File: src/rtl/isa_pkg.sv
// ISA constants shared by the miniGame program loader: opcodes, field positions,
// instruction format and loader FSM state types.
package isa_pkg;

  localparam logic [4:0] OP_RTYPE = 5'b00000;
  localparam logic [4:0] OP_J     = 5'b00001;
  localparam logic [4:0] OP_BNE   = 5'b00010;
  localparam logic [4:0] OP_JAL   = 5'b00011;
  localparam logic [4:0] OP_JR    = 5'b00100;
  localparam logic [4:0] OP_ADDI  = 5'b00101;
  localparam logic [4:0] OP_BLT   = 5'b00110;
  localparam logic [4:0] OP_SW    = 5'b00111;
  localparam logic [4:0] OP_LW    = 5'b01000;
  localparam logic [4:0] OP_SETX  = 5'b10101;
  localparam logic [4:0] OP_BEX   = 5'b10110;

  localparam int unsigned FIELD_W   = 5;
  localparam int unsigned OP_LSB    = 27;
  localparam int unsigned RD_LSB    = 22;
  localparam int unsigned RS_LSB    = 17;
  localparam int unsigned RT_LSB    = 12;
  localparam int unsigned SHAMT_LSB = 7;
  localparam int unsigned ALUOP_LSB = 2;
  localparam int unsigned IMM_W     = 17;
  localparam int unsigned TGT_W     = 27;

  typedef enum logic [1:0] {
    FMT_R,
    FMT_I,
    FMT_JI,
    FMT_JII
  } fmt_e;

  typedef enum logic [1:0] {
    ST_IDLE,
    ST_LOAD,
    ST_WRITE,
    ST_DONE
  } state_e;

  // Unknown opcodes fall into JI so an unchecked build still packs something sensible.
  function automatic fmt_e fmt_of(input logic [4:0] op);
    fmt_e f;
    case (op)
      OP_RTYPE:                            f = FMT_R;
      OP_ADDI, OP_SW, OP_LW, OP_BNE, OP_BLT: f = FMT_I;
      OP_JR:                               f = FMT_JII;
      default:                             f = FMT_JI;
    endcase
    return f;
  endfunction

  function automatic logic op_known(input logic [4:0] op);
    logic k;
    case (op)
      OP_RTYPE, OP_J, OP_BNE, OP_JAL, OP_JR, OP_ADDI,
      OP_BLT, OP_SW, OP_LW, OP_SETX, OP_BEX: k = 1'b1;
      default:                               k = 1'b0;
    endcase
    return k;
  endfunction

endpackage

File: src/rtl/insn_pack.sv
// Combinational encoder: request fields -> 32-bit ISA word plus legality flag.
// Opcode/immediate legality checks exist only when INSN_LOADER_CHECK_EN is defined.
module insn_pack
  import isa_pkg::*;
(
  input  logic [4:0]  i_opcode,
  input  logic [4:0]  i_rd,
  input  logic [4:0]  i_rs,
  input  logic [4:0]  i_rt,
  input  logic [4:0]  i_shamt,
  input  logic [4:0]  i_aluop,
  input  logic [31:0] i_imm,
  input  logic [26:0] i_target,
  output logic [31:0] o_word,
  output logic        o_legal
);

  fmt_e w_fmt;

  assign w_fmt = fmt_of(i_opcode);

  always_comb begin
    o_word = '0;
    o_word[OP_LSB +: FIELD_W] = i_opcode;
    case (w_fmt)
      FMT_R: begin
        o_word[RD_LSB    +: FIELD_W] = i_rd;
        o_word[RS_LSB    +: FIELD_W] = i_rs;
        o_word[RT_LSB    +: FIELD_W] = i_rt;
        o_word[SHAMT_LSB +: FIELD_W] = i_shamt;
        o_word[ALUOP_LSB +: FIELD_W] = i_aluop;
      end
      FMT_I: begin
        o_word[RD_LSB +: FIELD_W] = i_rd;
        o_word[RS_LSB +: FIELD_W] = i_rs;
        o_word[0 +: IMM_W]        = i_imm[IMM_W-1:0];
      end
      FMT_JII: begin
        o_word[RD_LSB +: FIELD_W] = i_rd;
      end
      FMT_JI: begin
        o_word[0 +: TGT_W] = i_target;
      end
    endcase
  end

`ifdef INSN_LOADER_CHECK_EN
  logic w_known;
  logic w_imm_ok;

  assign w_known  = op_known(i_opcode);
  // A 17-bit signed value sign-extends into bits [31:16] unchanged.
  assign w_imm_ok = (i_imm[31:16] == '0) || (i_imm[31:16] == '1);
  assign o_legal  = w_known && ((w_fmt != FMT_I) || w_imm_ok);
`else
  logic w_unused_imm;

  assign w_unused_imm = ^i_imm[31:IMM_W];
  assign o_legal      = 1'b1;
`endif

endmodule

File: src/rtl/insn_loader.sv
// Streams field-level instruction requests into IMEM as packed 32-bit words.
// Build with INSN_LOADER_CHECK_EN to reject undefined opcodes and out-of-range immediates.
module insn_loader
  import isa_pkg::*;
#(
  parameter int unsigned ADDR_W    = 12,
  parameter int unsigned BASE_ADDR = 0
) (
  input  logic              clock,
  input  logic              reset_n,
  input  logic              start,
  input  logic              req_valid,
  output logic              req_ready,
  input  logic [4:0]        req_opcode,
  input  logic [4:0]        req_rd,
  input  logic [4:0]        req_rs,
  input  logic [4:0]        req_rt,
  input  logic [4:0]        req_shamt,
  input  logic [4:0]        req_aluop,
  input  logic [31:0]       req_imm,
  input  logic [26:0]       req_target,
  input  logic              req_last,
  output logic              imem_we,
  output logic [ADDR_W-1:0] imem_addr,
  output logic [31:0]       imem_wdata,
  output logic              done,
  output logic              err,
  output logic [ADDR_W:0]   count
);

  localparam logic [ADDR_W-1:0] ADDR_BASE = ADDR_W'(BASE_ADDR);
  localparam logic [ADDR_W-1:0] ADDR_ONE  = ADDR_W'(1);
  localparam logic [ADDR_W:0]   CNT_ONE   = (ADDR_W+1)'(1);

  state_e            r_state;
  logic              r_ready;
  logic              r_we;
  logic [ADDR_W-1:0] r_addr;
  logic [31:0]       r_wdata;
  logic              r_done;
  logic              r_err;
  logic [ADDR_W:0]   r_count;
  logic              r_last;
  logic              r_full;

  logic [31:0]       w_word;
  logic              w_legal;
  logic              w_hs;
  logic              w_at_top;

  insn_pack u_pack (
    .i_opcode (req_opcode),
    .i_rd     (req_rd),
    .i_rs     (req_rs),
    .i_rt     (req_rt),
    .i_shamt  (req_shamt),
    .i_aluop  (req_aluop),
    .i_imm    (req_imm),
    .i_target (req_target),
    .o_word   (w_word),
    .o_legal  (w_legal)
  );

  assign w_hs     = req_valid & r_ready;
  assign w_at_top = (r_addr == '1);

  always_ff @(posedge clock or negedge reset_n) begin
    if (!reset_n) begin
      r_state <= ST_IDLE;
      r_ready <= 1'b0;
      r_we    <= 1'b0;
      r_addr  <= ADDR_BASE;
      r_wdata <= '0;
      r_done  <= 1'b0;
      r_err   <= 1'b0;
      r_count <= '0;
      r_last  <= 1'b0;
      r_full  <= 1'b0;
    end else if (start) begin
      // A pending write strobe has already been presented this cycle; only the
      // pointer bookkeeping is discarded.
      r_state <= ST_LOAD;
      r_ready <= 1'b1;
      r_we    <= 1'b0;
      r_addr  <= ADDR_BASE;
      r_done  <= 1'b0;
      r_err   <= 1'b0;
      r_count <= '0;
      r_last  <= 1'b0;
      r_full  <= 1'b0;
    end else begin
      r_we <= 1'b0;
      case (r_state)
        ST_IDLE: begin
          r_ready <= 1'b0;
        end
        ST_LOAD: begin
          if (w_hs) begin
            if (w_legal && !r_full) begin
              r_wdata <= w_word;
              r_last  <= req_last;
              r_we    <= 1'b1;
              r_ready <= 1'b0;
              r_state <= ST_WRITE;
            end else begin
              r_err <= 1'b1;
              if (req_last) begin
                r_ready <= 1'b0;
                r_done  <= 1'b1;
                r_state <= ST_DONE;
              end
            end
          end
        end
        ST_WRITE: begin
          r_count <= r_count + CNT_ONE;
          if (w_at_top) begin
            r_full <= 1'b1;
          end else begin
            r_addr <= r_addr + ADDR_ONE;
          end
          if (r_last) begin
            r_ready <= 1'b0;
            r_done  <= 1'b1;
            r_state <= ST_DONE;
          end else begin
            r_ready <= 1'b1;
            r_state <= ST_LOAD;
          end
        end
        ST_DONE: begin
          r_ready <= 1'b0;
          r_done  <= 1'b1;
        end
      endcase
    end
  end

  assign req_ready  = r_ready;
  assign imem_we    = r_we;
  assign imem_addr  = r_addr;
  assign imem_wdata = r_wdata;
  assign done       = r_done;
  assign err        = r_err;
  assign count      = r_count;

endmodule
File: config.mk
export PLATFORM = sky130hd
export DESIGN_NAME = insn_loader
export DESIGN_NICKNAME = d
export VERILOG_FILES = /design/src/rtl/isa_pkg.sv /design/src/rtl/insn_pack.sv /design/src/rtl/insn_loader.sv
export SDC_FILE = /design/constraint.sdc
export NUM_CORES = 1
export LEC_CHECK = 0
export BUFFER_PORTS_ARGS = -buffer_cell sky130_fd_sc_hd__buf_2
export CAP_MARGIN = 20
export CORE_MARGIN = 5
export CORE_UTILIZATION = 40
export DETAILED_ROUTE_END_ITERATION = 8
export PLACE_DENSITY = 0.71
export SETUP_SLACK_MARGIN = 0.05
export SLEW_MARGIN = 20
export SYNTH_ARGS = -nofsm -noshare
export SYNTH_HDL_FRONTEND = slang
export SYNTH_SLANG_ARGS = --single-unit
File: constraint.sdc
create_clock -name clock -period 3.5 [get_ports clock]
set_input_delay 1.05 -clock clock [delete_from_list [all_inputs] [get_ports clock]]
set_output_delay 1.05 -clock clock [all_outputs]
set_load 0.05 [all_outputs]
---- Word level (Yosys, flattened, before mapping) ----
Index checks and enable logic that the tools add are counted.
word-level totals
  bits in registers ....................... 65
  input bits .............................. 94
cells by class
  add/sub/neg operators ................... 2
  equality and inequality tests ........... 20
  muxes and demuxes ....................... 42
  bitwise gates (word level) .............. 3
  reduce and logical (&&, ||, !) cells .... 21
operators by type and width
  operator                 count
  $pmux W20 S3             1
  $mux W12                 3
  $mux W13                 2
  $mux W1                  25
  $eq A5 B3 Y1 const B     4
  $add A13 B1 Y13 const B  1
  $add A12 B1 Y12 const B  1
  $eq A12 B12 Y1 const B   1
  $ne A3 B3 Y1 const B     4
  $mux W2                  5
  $pmux W5 S2              1
  $reduce_bool A2 Y1       5
  $reduce_and A3 Y1        3
  $eq A2 B2 Y1 const B     4
  $pmux W2 S2              2
  $pmux W1 S3              2
  $pmux W2 S3              1
  $reduce_and A2 Y1        3
  $eq A5 B2 Y1 const B     1
  $eq A5 B4 Y1 const B     1
  $logic_not A5 Y1         1
  $reduce_and A5 Y1        1
  $reduce_or A5 Y1         1
  $eq A2 B1 Y1 const B     2
  10 further kinds         13

---- Logic depth before layout (Yosys ltp) ----
Gate-level depths: netlist of the first run.
  depth after elaboration ................. 6
  mapped depth ............................ 6
  mapped depth without buffers ............ 5

---- Cells and area by module ----
From an unflattened synthesis of the first run, not the netlist that was laid out.
unflattened totals
  cell total of the unflattened synthesis .. 320
  area, all modules ....................... 3724.8 µm²
by module, submodules not included
  module       times used  cells each  area an instance (µm²)
  insn_loader  1           239         3046.7
  insn_pack    1           81          678.2

---- Worst setup path before layout of the first run ----
OpenSTA, ideal clock, no wires.
  kind .................................... input port to flip-flop
  start point ............................. input req_opcode[1]
  end point ............................... register r_wdata[4] (netlist: imem_wdata[4])
  library setup time ...................... 146 ps
  arrival ................................. 2313 ps
  data required time ...................... 3354 ps
  setup slack ............................. 1040 ps
  stages on the path ...................... 6
  cell sequence ........................... or2_1 a221o_1 clkbuf_1 clkbuf_1 a221oi_1 a211oi_1
between the ends
  cells in the longest elaborated chain, start to end .. 5
  elaborated cells on any way between the ends .. 13
  those cells by class .................... 8 x eq/ne; 2 x mux; 3 x reduce/logical
ends and longest elaborated chain
  item                                        line                text
  start, declared                             insn_loader.sv:14   input logic [4:0] req_opcode,
  $eq A5 B3 Y1, or another cell as far along  isa_pkg.sv:44       case (op)
  $reduce_or A5 Y1                            isa_pkg.sv:44
  $pmux W2 S3 *                               isa_pkg.sv:44
  $eq A2 B2 Y1, or another cell as far along  insn_pack.sv:25     case (w_fmt)
  $pmux W20 S3 *                              insn_pack.sv:25
  end signal, assigned                        insn_loader.sv:100  r_wdata <= w_word;
  end, declared                               insn_loader.sv:39   logic [31:0] r_wdata;
Every way passes the cells marked *; elsewhere a longest branch is shown, timed or not.
A chain may end at the register's enable or synchronous reset.

---- Worst setup path in the final report of the first run ----
  start point ............................. input req_opcode[1]
  end point ............................... register r_wdata[20] (netlist: imem_wdata[20])
Same word-level chain as after synthesis.

==> summary.txt, run 1 <==
Clocking
  • H-tree levels: 3
  • Reg clk slew, reported paths: 0.07 ns
  • Root buffer cell: clkbuf_8
  • Num CTS Buffers: 9
  • Clk buf depth: 2
  • CTS Sinks: 65
  • Cts hold-fix bufs: 0
  • Cts repair resizes: 0
  • CTS tree: yes
  • Post-CTS Setup Inserts: 0
  • Latest clock arrival within the worst-skew pair: 0.33 ns

Die
  • Rows: 33
  • Chip width: 100 um
  • Core Box Area: 0.00809 mm2
  • Starting Density: about two fifths
  • Die Height: 100 um
  • Full die area: 0.0101 mm2
  • # IOs: ~160

Pwr
  • Clock network power share: 29.7%
  • Sw Ratio: 39.0%
  • Internal power: 1510 uW
  • Sw Pwr: just under 1000 uW
  • Lkg Pwr: between 0.002 and 0.0025 uW
  • Sequential Power Share: a little under two fifths
  • Peak supply drop: 0.370 mV
  • Total chip power: roughly 2500 uW
  • Combinational share of power: between 30% and 40%
  • Cell Pwr Density: 575 mW/mm2

Routing
  • WL/cell: 15.1 um
  • Via density per instance: between 5 and 6
  • Highest Signal Layer: met4
  • Routed wire length: 8900 um
  • WL met2: 4170 um
  • Metal3 WL: around 800 um
  • # DRC: 0
  • DRT Pass-1 Iters: 5
  • Post-DRT Antenna Nets: 0
  • DRT iter0 DRCs: 60
  • Met1 Routed Length: 3790 um
  • DR vias: 3,098

Logic synthesis
  • Syn. warnings: 0
  • Largest area contributor in the netlist: dfrtp_1
  • Main synth FF type: dfrtp_1
  • Number of synthesized register bits: 65
  • Mapped cell area: around 0.0033 mm2
  • Most area-consuming cells after synthesis: dfrtp_1, nand2_1, nor2_1
  • Syn_area_per_cell: approximately 9.5 um2
  • Async SR Flop Fraction: 100%
  • Yosys cell types: 49
  • Sequential element share of the synthesized area: approximately half
  • Post-synth EDFFs: 0
  • Share of the synthesized area in the top cell type: between 40% and 50%
  • Post-Syn Nets: approximately 440
  • Mapped Cells: 342

Finish
  • Non-Filler Instances: 590
  • Core Util, Final: 53.2%
  • Ant diodes: 0
  • Layout Nets: 576
  • Synth-to-layout area growth: 32.0%
  • Share of cells above drive strength 1: a little over a third

Setup path
  • CP Class: primary input to flop
  • Slowest-stage cell, CP: a221o_1
  • Data required, critical path: 3.72 ns
  • CP Capture Type: flop
  • Most used cell, CP: a221o_1
  • CP Cell Sequence: buf_2 > or2_1 > a221o_1 > buf_4 > and3_1 > a221o_1
  • Max stage delay on crit path: 0.57 ns
  • Crit Path Max Fanout: 19
  • CP startpoint kind: primary input
  • CP top delay family: compound AO/OA/AOI/OAI gates
  • WP buf/inv: 2
  • WP data arrival: about 2.7 ns

Place
  • Global placement routability congestion: 0.800
  • Placed cells: 574
  • Detail Placement HPWL: 6720 um
  • Port bufs: 139

STA
  • Final setup viols: 0
  • Final worst-path cycle share: between 70% and 80%
  • Period minus WS final: 2.50 ns
  • Slew margin rel.: 50.1%
  • Worst clock skew: 0.00356 ns
  • Final setup TNS: 0 ns
  • F_max: around 0.40 GHz
  • Final hold violation count: 0
  • RSZ-0062 raised after global routing: false
  • Max-slew violation count: 0
  • Worst-Margin Slew: 0.742 ns

Global routing
  • Total congestion overflow: 0
  • Global-route wire length before repair: 14,900 um
  • Initial antenna violation count: 0
  • Largest net degree at the start of global routing: between 40 and 50
  • Vias in the first global route: 3,170
  • Gr usage total: roughly 18%

Worst hold path
  • Hold WC Path Type: flop to flop

Run
  • Max-Cap Viols: 0

Outcome
  • Status: complete, no violations
## state kept, by name, summed over array words and instances (netlist names)
signal      cells
count          13
done            1
err             1
imem_addr      12
imem_wdata     32
imem_we         1
r_full          1
r_last          1
r_state         2
req_ready       1
## tightest hold or removal path: stages, from the launching register on
cell     delay (ns)
dfrtp_1        0.34
nand2_1        0.05
nand2_1        0.05
## path summary, 6_finish.rpt
path                                            start                         end  slack (ns)  cells past startpoint
max reg2reg                    r_state[1]$_DFFE_PN0P_  imem_wdata[19]$_DFFE_PN0P_        1.39                      5
min                        imem_wdata[31]$_DFFE_PN0P_  imem_wdata[31]$_DFFE_PN0P_        0.47                      2
min reg2reg                imem_wdata[31]$_DFFE_PN0P_  imem_wdata[31]$_DFFE_PN0P_        0.47                      2
min in group asynchronous                     reset_n           imem_we$_DFF_PN0_        0.74                      1
max                                     req_opcode[1]  imem_wdata[20]$_DFFE_PN0P_         1.0                      6
max in group asynchronous                     reset_n        count[6]$_DFFE_PN0N_        2.13                      2
## metrics by stage
step / area, um2 / hold WS [ns] / setup slack [ns]
2_1_floorplan: 3260 / 0.519 / 1.04
3_3_place_gp: 4080 / 0.456 / 0.664
3_5_place_dp: 4080 / 0.460 / 0.614
4_1_cts: 4310 / 0.479 / 0.995
5_1_grt: 4310 / 0.509 / 0.884
6_report: 4310 / 0.475 / 0.997
## per-layer routing
layer	up-vias	GRT usage (%)
met3	15	5.00
met1	1455	22.6
li1	1521	-
met4	0	7.88
met5	-	0
met2	107	29.8
## cell type report
| class | count | area, um2 |
|---|---|---|
| clock buffer | 12 | 155 |
| clock inverter | 4 | 75.1 |
| fill | 786 | 3780 |
| inverter | 8 | 30.0 |
| multi-input combinational | 250 | 1530 |
| sequential | 65 | 1630 |
| tap | 105 | 131 |
| timing repair buffer | 146 | 761 |
## kinds of logic (layout without fill, tap and decap cells)
logic type | after synthesis | count (layout) | synth area share (%)
and+or+nand+nor | 150 | 150 | 22.8
AOI/OAI and AO/OA | 79 | 79 | 17.8
DFF | 65 | 65 | 49.8
buffers and inverters | 27 | 170 | 3.33
xor gates and xnor gates | 10 | 10 | 2.68
muxes | 9 | 9 | 2.84
adders and majority gates | 2 | 2 | 0.766
## Yosys cell counts (5+ instances only)
cell / count
dfrtp_1: 65
nand2_1: 50
nor2_1: 42
a221oi_1: 17
a211oi_1: 16
o21ai_0: 15
clkbuf_1: 14
a21oi_1: 12
inv_1: 7
mux2i_1: 7
nand3_1: 7
nor3_1: 7
or3_1: 7
a221o_1: 6
nand4_1: 6
xnor2_1: 6
and3_1: 5
## cell usage in the layout (no fill, tap or decap), drive strengths merged, types with 2 or more instances in the layout
cell      Yosys  routed
nand4b        2       2
inv           7       7
buf           5     146
mux2i         7       7
or3           7       7
nor2b         3       3
nand3         7       7
or2           3       3
nand2b        3       3
a21oi        12      12
mux2          2       2
nand2        50      50
o31ai         4       4
or3b          2       2
nand4         6       6
a211oi       16      16
bufinv        0       2
nor2         42      42
clkbuf       14      12
dfrtp        65      65
and3          5       5
a221oi       17      17
o31a          3       3
or4           4       4
ha            2       2
nor3          8       8
nor4          4       4
xor2          4       4
a221o         6       6
o21ai        15      15
xnor2         6       6
clkinvlp      0       2
## power groups by stage
stage | clock [uW] | sequential, uW | combinational (uW)
3_3_place_gp | 0 | 949 | 803
6_report | 735 | 940 | 801
2_1_floorplan | 0 | 1360 | 161
5_1_grt | 774 | 957 | 855
3_5_place_dp | 0 | 952 | 815
4_1_cts | 747 | 943 | 812
Power figures use the tool's default switching activity.
==> run 2: changes to the inputs <==
--- a/config.mk
+++ b/config.mk
@@ -10,7 +10,7 @@
 export CORE_MARGIN = 5
 export CORE_UTILIZATION = 40
 export DETAILED_ROUTE_END_ITERATION = 8
-export PLACE_DENSITY = 0.71
+export PLACE_DENSITY = 0.73
 export SETUP_SLACK_MARGIN = 0.05
 export SLEW_MARGIN = 20
 export SYNTH_ARGS = -nofsm -noshare
==> constraint.sdc (replaced) <==
create_clock -name clock -period 2.07 [get_ports clock]
set_input_delay 0.621 -clock clock [delete_from_list [all_inputs] [get_ports clock]]
set_output_delay 0.621 -clock clock [all_outputs]
set_load 0.05 [all_outputs]
==> run 2 against run 1 <==
Utilization increased by 2.2 points; critical endpoint is now imem_wdata[9]$_DFFE_PN0P_; design area increased by 4.1%; critical path type unchanged; die area unchanged; clock-buffer cell count increased by 2.
==> summary.txt, run 2 (same netlist as run 1, synthesis figures left out) <==
Setup path
  • Crit Path Max Fanout: 17 (was 19)
  • CP Cell Sequence: buf_2 > buf_4 > or4b_1 > a31oi_4 > buf_12 > nand2_1 > a211oi_1 (was buf_2 > or2_1 > a221o_1 > buf_4 > and3_1 > a221o_1)
  • Reg2Reg Depth: 4 (was 5)
  • CP startpoint kind: primary input (unchanged)
  • Data required, critical path: 2.30 ns (was 3.72 ns)
  • WP data arrival: 2.13 ns (was 2.73 ns)
  • Slowest-stage cell, CP: or4b_1 (was a221o_1)
  • CP Class: primary input to flop (unchanged)
  • CP Capture Type: flop (unchanged)
  • Max stage delay on crit path: 0.56 ns (was 0.57 ns)

STA
  • Slew margin rel.: 73.4% (was 50.1%)
  • Final worst-path cycle share: a little over 90%
  • Worst clock skew: 0.0134 ns (was 0.00356 ns)
  • Final setup TNS: 0 ns (unchanged)
  • Period minus WS final: ~1.9 ns
  • RSZ-0062 raised after global routing: false (unchanged)
  • Worst hold slack: 0.298 ns (was 0.475 ns)
  • Final hold violation count: 0 (unchanged)
  • Final setup viols: 0 (unchanged)
  • F_max: 0.525 GHz
  • Worst-Margin Slew: 0.396 ns (was 0.742 ns)
  • Setup ws final: 0.166 ns (was 0.997 ns)
  • Max-slew violation count: 0 (unchanged)

Die
  • # IOs: 155 (unchanged)
  • Full die area: 0.0101 mm2 (unchanged)
  • Starting Density: 40.3% (unchanged)
  • Die Height: 100 um (unchanged)
  • Rows: 33 (unchanged)
  • Core Box Area: 0.00809 mm2 (unchanged)
  • Chip width: 100 um (unchanged)

Clocking
  • CTS tree: yes (unchanged)
  • Post-CTS Setup Inserts: 0 (unchanged)
  • CTS Sinks: 65 (unchanged)
  • Latest clock arrival within the worst-skew pair: 0.33 ns (about the same)
  • Root buffer cell: clkbuf_8 (unchanged)
  • Reg clk slew, reported paths: 0.07 ns (about the same)
  • Num CTS Buffers: 9 (unchanged)
  • Clk buf depth: 2 (unchanged)
  • H-tree levels: 3 (unchanged)

Finish
  • Most common cell after layout, fill and taps aside: buf_2 (unchanged)
  • Max reg flops: 32 (unchanged)
  • Synth-to-layout area growth: 37.4% (was 32.0%)
  • Non-Filler Instances: 612 (was 590)
  • Share of cells above drive strength 1: 38.1% (was 35.1%)
  • Ant diodes: 0 (unchanged)
  • Post-route cell area: 0.00449 mm2 (was 0.00431 mm2)
  • Commonest non-fill, non-tap cells in the layout: buf_2, dfrtp_1, nand2_1 (unchanged)
  • Layout Nets: 598 (was 576)

Place
  • Pre-CTS WS: -0.182 ns (was 0.614 ns)
  • Post-place instance area: 0.00427 mm2 (was 0.00408 mm2)
  • Port bufs: 139 (unchanged)
  • Detail Placement HPWL: 6910 um (was 6720 um)
  • Placed cells: 596 (was 574)
  • Global placement routability congestion: 0.817 (was 0.800)

Routing
  • Via density per instance: 5.33 (was 5.25)
  • Routed wire length: 9120 um (was 8900 um)
  • WL/cell: 14.9 um (was 15.1 um)
  • DR vias: 3,263 (was 3,098)
  • Post-DRT Antenna Nets: 0 (unchanged)
  • # DRC: 0 (unchanged)
  • DRT iter0 DRCs: 122 (was 60)
  • DRT Pass-1 Iters: 4 (was 5)

Global routing
  • Vias in the first global route: 3,232 (was 3,170)
  • Gr usage total: 18.1% (was 18.2%)
  • Largest net degree at the start of global routing: 66 (was 41)
  • Global-route wire length before repair: 14,700 um (was 14,900 um)
  • Initial antenna violation count: 0 (unchanged)
  • Total congestion overflow: 0 (unchanged)

Outcome
  • Status: complete, no violations (unchanged)

Pwr
  • Cell Pwr Density: 917 mW/mm2 (was 575 mW/mm2)
  • Lkg Pwr: 0.00219 uW (was 0.00208 uW)
  • Peak supply drop: 0.632 mV (was 0.370 mV)

Run
  • Max-Cap Viols: 0 (unchanged)

Worst hold path
  • Hold WC Path Type: primary input to asynchronous set/reset pin (was flop to flop)
==> run 2: changes by cell type in the layout (fill, tap and decap cells not counted), sizes merged <==
cell	previous run	this run
buf	146	168
bufinv	2	1
clkbuf	12	14
clkinv	1	2
clkinvlp	2	0
==> run 2: where the power goes <==
part | leakage (uW) | switching, uW | internal (uW) | total (uW)
Clock | 0.000107 | 475 | 656 | 1130
Sequential | 0.000830 | 115 | 1470 | 1590
Combinational | 0.00126 | 1030 | 370 | 1400
Total | 0.00219 | 1620 | 2500 | 4110
==> run 2: layout make-up <==
cell class	count	area, um2
multi-input combinational	250	1540
inverter	8	30.0
clock buffer	14	173
timing repair buffer	168	951
fill	755	3610
tap	105	131
clock inverter	2	35.0
sequential	65	1630
==> run 2: per-layer routing <==
metal / routed length, um / share of wire (%) / up-vias / track usage [%]
li1: - / - / 1571 / -
met1: 3800 / 42 / 1541 / 22.9
met2: 4420 / 48 / 136 / 29.7
met3: 732 / 8.0 / 15 / 4.24
met4: 170 / 1.9 / 0 / 7.46
met5: 0 / 0 / - / 0
==> run 2: final timing paths <==
kind,slack (ns),to,start
max in group asynchronous,1.48,imem_wdata[8]$_DFFE_PN0P_,reset_n
worst min register to register,0.47,imem_wdata[28]$_DFFE_PN0P_,imem_wdata[28]$_DFFE_PN0P_
worst max-delay path,0.17,imem_wdata[9]$_DFFE_PN0P_,req_opcode[1]
worst min-delay path,0.30,imem_addr[5]$_DFFE_PN0P_,reset_n
min in group clock,0.47,imem_wdata[28]$_DFFE_PN0P_,imem_wdata[28]$_DFFE_PN0P_
worst max register to register,0.18,imem_addr[11]$_DFFE_PN0P_,r_state[1]$_DFFE_PN0P_
==> run 2: what timing repair did <==
item / CTS / global route
endpoints found under the setup margin: 0 / 6
gates resized for setup: 0 / 2
hold endpoints to repair: 0 / 0
hold buffers: 0 / 0
==> run 2: worst max-delay path: cells and delay by family <==
kind	cells	cell delay, ns
simple gates	2	0.62
compound gates	2	0.46
buf+inv	3	0.41
==> run 2: per-stage QoR <==
stage | util [%] | power, uW
6_report | 55.4 | 4110
5_1_grt | 55.4 | 4310
4_1_cts | 55.3 | 4160
3_5_place_dp | 52.7 | 3020
3_3_place_gp | 52.7 | 3000
2_1_floorplan | - | 2570
==> run 3: changes to the inputs <==
--- a/config.mk
+++ b/config.mk
@@ -11,6 +11,7 @@
 export CORE_UTILIZATION = 40
 export DETAILED_ROUTE_END_ITERATION = 8
 export PLACE_DENSITY = 0.73
+export RECOVER_POWER = 50
 export SETUP_SLACK_MARGIN = 0.05
 export SLEW_MARGIN = 20
 export SYNTH_ARGS = -nofsm -noshare
==> run 3 against run 2 <==
Global-route usage did not move; utilization is 0.53 points lower; routed wire length increased by 0.13%; non-clock buffer count unchanged; maximum frequency shrank 0.20%; critical endpoint unchanged; largest power group unchanged; highest routed layer unchanged.
==> summary.txt, run 3 (same netlist as run 1, synthesis figures left out) <==
Outcome
  • Status: complete, no violations (unchanged)

Routing
  • DR vias: 3,251 (was 3,263)
  • DRT iter0 DRCs: 112 (was 122)
  • # DRC: 0 (unchanged)
  • WL/cell: 14.9 um (about the same)
  • Via density per instance: 5.31 (was 5.33)
  • Routed wire length: 9130 um (was 9120 um)
  • Post-DRT Antenna Nets: 0 (unchanged)
  • DRT Pass-1 Iters: 4 (unchanged)

Die
  • # IOs: 155 (unchanged)
  • Core Box Area: 0.00809 mm2 (unchanged)
  • Chip width: 100 um (unchanged)
  • Die Height: 100 um (unchanged)
  • Full die area: 0.0101 mm2 (unchanged)
  • Rows: 33 (unchanged)
  • Starting Density: 40.3% (unchanged)

Clocking
  • Num CTS Buffers: 9 (unchanged)
  • H-tree levels: 3 (unchanged)
  • Latest clock arrival within the worst-skew pair: 0.32 ns (was 0.33 ns)
  • Clk buf depth: 2 (unchanged)
  • Reg clk slew, reported paths: 0.07 ns (about the same)
  • Cts hold-fix bufs: 0 (unchanged)
  • CTS tree: yes (unchanged)
  • Root buffer cell: clkbuf_8 (unchanged)
  • CTS Sinks: 65 (unchanged)

Global routing
  • Global-route wire length before repair: 14,700 um (unchanged)
  • Vias in the first global route: 3,232 (unchanged)
  • Gr usage total: 18.1% (unchanged)
  • Total congestion overflow: 0 (unchanged)
  • Initial antenna violation count: 0 (unchanged)
  • Largest net degree at the start of global routing: 66 (unchanged)

STA
  • Worst clock skew: 0.0112 ns (was 0.0134 ns)
  • Final hold violation count: 0 (unchanged)
  • Final worst-path cycle share: 92.2% (was 92.0%)
  • Max-slew violation count: 0 (unchanged)
  • Final setup TNS: 0 ns (unchanged)
  • RSZ-0062 raised after global routing: false (unchanged)
  • Slew margin rel.: 3.63% (was 73.4%)
  • Setup ws final: 0.162 ns (was 0.166 ns)
  • Final setup viols: 0 (unchanged)
  • Worst-Margin Slew: 1.45 ns (was 0.396 ns)
  • F_max: 0.524 GHz (was 0.525 GHz)
  • Period minus WS final: 1.91 ns (was 1.90 ns)

Finish
  • Core Util, Final: 54.9% (was 55.4%)
  • Share of cells above drive strength 1: 34.9% (was 38.1%)
  • Max reg flops: 32 (unchanged)
  • Commonest non-fill, non-tap cells in the layout: buf_2, dfrtp_1, nand2_1 (unchanged)
  • # fillers: 762 (was 755)
  • Most common cell after layout, fill and taps aside: buf_2 (unchanged)
  • Synth-to-layout area growth: 36.1% (was 37.4%)
  • Post-route cell area: 0.00444 mm2 (was 0.00449 mm2)
  • Ant diodes: 0 (unchanged)
  • Layout Nets: 598 (unchanged)

Pwr
  • Cell Pwr Density: 920 mW/mm2 (was 917 mW/mm2)
  • Peak supply drop: 0.632 mV (about the same)
  • Lkg Pwr: 0.00214 uW (was 0.00219 uW)
  • Total chip power: 4090 uW (was 4110 uW)

Run
  • Max-Cap Viols: 0 (unchanged)

Place
  • Global placement routability congestion: 0.817 (unchanged)
  • Post-place instance area: 0.00427 mm2 (unchanged)
  • Port bufs: 139 (unchanged)
  • Detail Placement HPWL: 6910 um (unchanged)
  • Pre-CTS WS: -0.182 ns (unchanged)

Worst hold path
  • Hold WC Path Type: flop to flop (was primary input to asynchronous set/reset pin)

Setup path
  • Data required, critical path: 2.30 ns (about the same)
  • Crit Path Max Fanout: 17 (unchanged)
  • CP startpoint kind: primary input (unchanged)
  • CP Class: primary input to flop (unchanged)
  • WP data arrival: 2.13 ns (about the same)
  • CP Capture Type: flop (unchanged)
[run 3: cell count changes in the layout (fill, tap and decap cells not counted)]
cell and delta:
buf_2 -12, clkbuf_1 +16, buf_12 -1, buf_4 -3
[run 3: worst paths after layout]
check                      cells past startpoint                         end                        from  slack (ns)
setup / recovery                               7   imem_wdata[9]$_DFFE_PN0P_               req_opcode[1]        0.16
hold / removal                                 2  imem_wdata[28]$_DFFE_PN0P_  imem_wdata[28]$_DFFE_PN0P_        0.48
setup reg to reg                               4   imem_addr[11]$_DFFE_PN0P_      r_state[0]$_DFFE_PN0P_        0.18
hold reg to reg                                2  imem_wdata[28]$_DFFE_PN0P_  imem_wdata[28]$_DFFE_PN0P_        0.48
max in group asynchronous                      2  imem_wdata[15]$_DFFE_PN0P_                     reset_n        0.45
min in group asynchronous                      2    imem_addr[3]$_DFFE_PN0P_                     reset_n        0.70
[run 3: metal layers]
layer / track usage (%) / vias to the layer above / share of wire, %
met1: 22.9 / 1538 / 42
met3: 4.24 / 15 / 7.9
li1: - / 1565 / -
met5: 0 / - / 0
met4: 7.46 / 0 / 1.9
met2: 29.7 / 133 / 49
[run 3: timing repair]
action,in CTS,in global routing
setup endpoints to repair,0,6
setup buffers,0,0
resized for setup,0,2
[run 3: critical path, stage by stage]
cell and delay, ns:
buf_2 0.11, buf_4 0.14, or4b_1 0.56, a31oi_4 0.21
buf_12 0.17, nand2_1 0.06, a211oi_1 0.25
[run 3: metrics by stage]
stage,cells,hold WS [ns]
2_1_floorplan,342,0.325
3_3_place_gp,596,0.458
3_5_place_dp,596,0.457
4_1_cts,612,0.307
5_1_grt,612,0.518
6_report,612,0.476
[run 3: cell type report]
class | count | area (um2) | share of cell area [%]
Multi-Input combinational cell | 250 | 1540 | 34.6
Timing Repair Buffer | 168 | 908 | 20.4
Tap cell | 105 | 131 | 2.96
Clock inverter | 2 | 35.0 | 0.789
Sequential cell | 65 | 1630 | 36.6
Clock buffer | 14 | 173 | 3.89
Inverter | 8 | 30.0 | 0.676
[run 3: report_power, final]
group | total [uW] | switching, uW | internal [uW]
sequential | 1590 | 118 | 1470
combinational | 1370 | 1030 | 342
clock | 1130 | 472 | 655
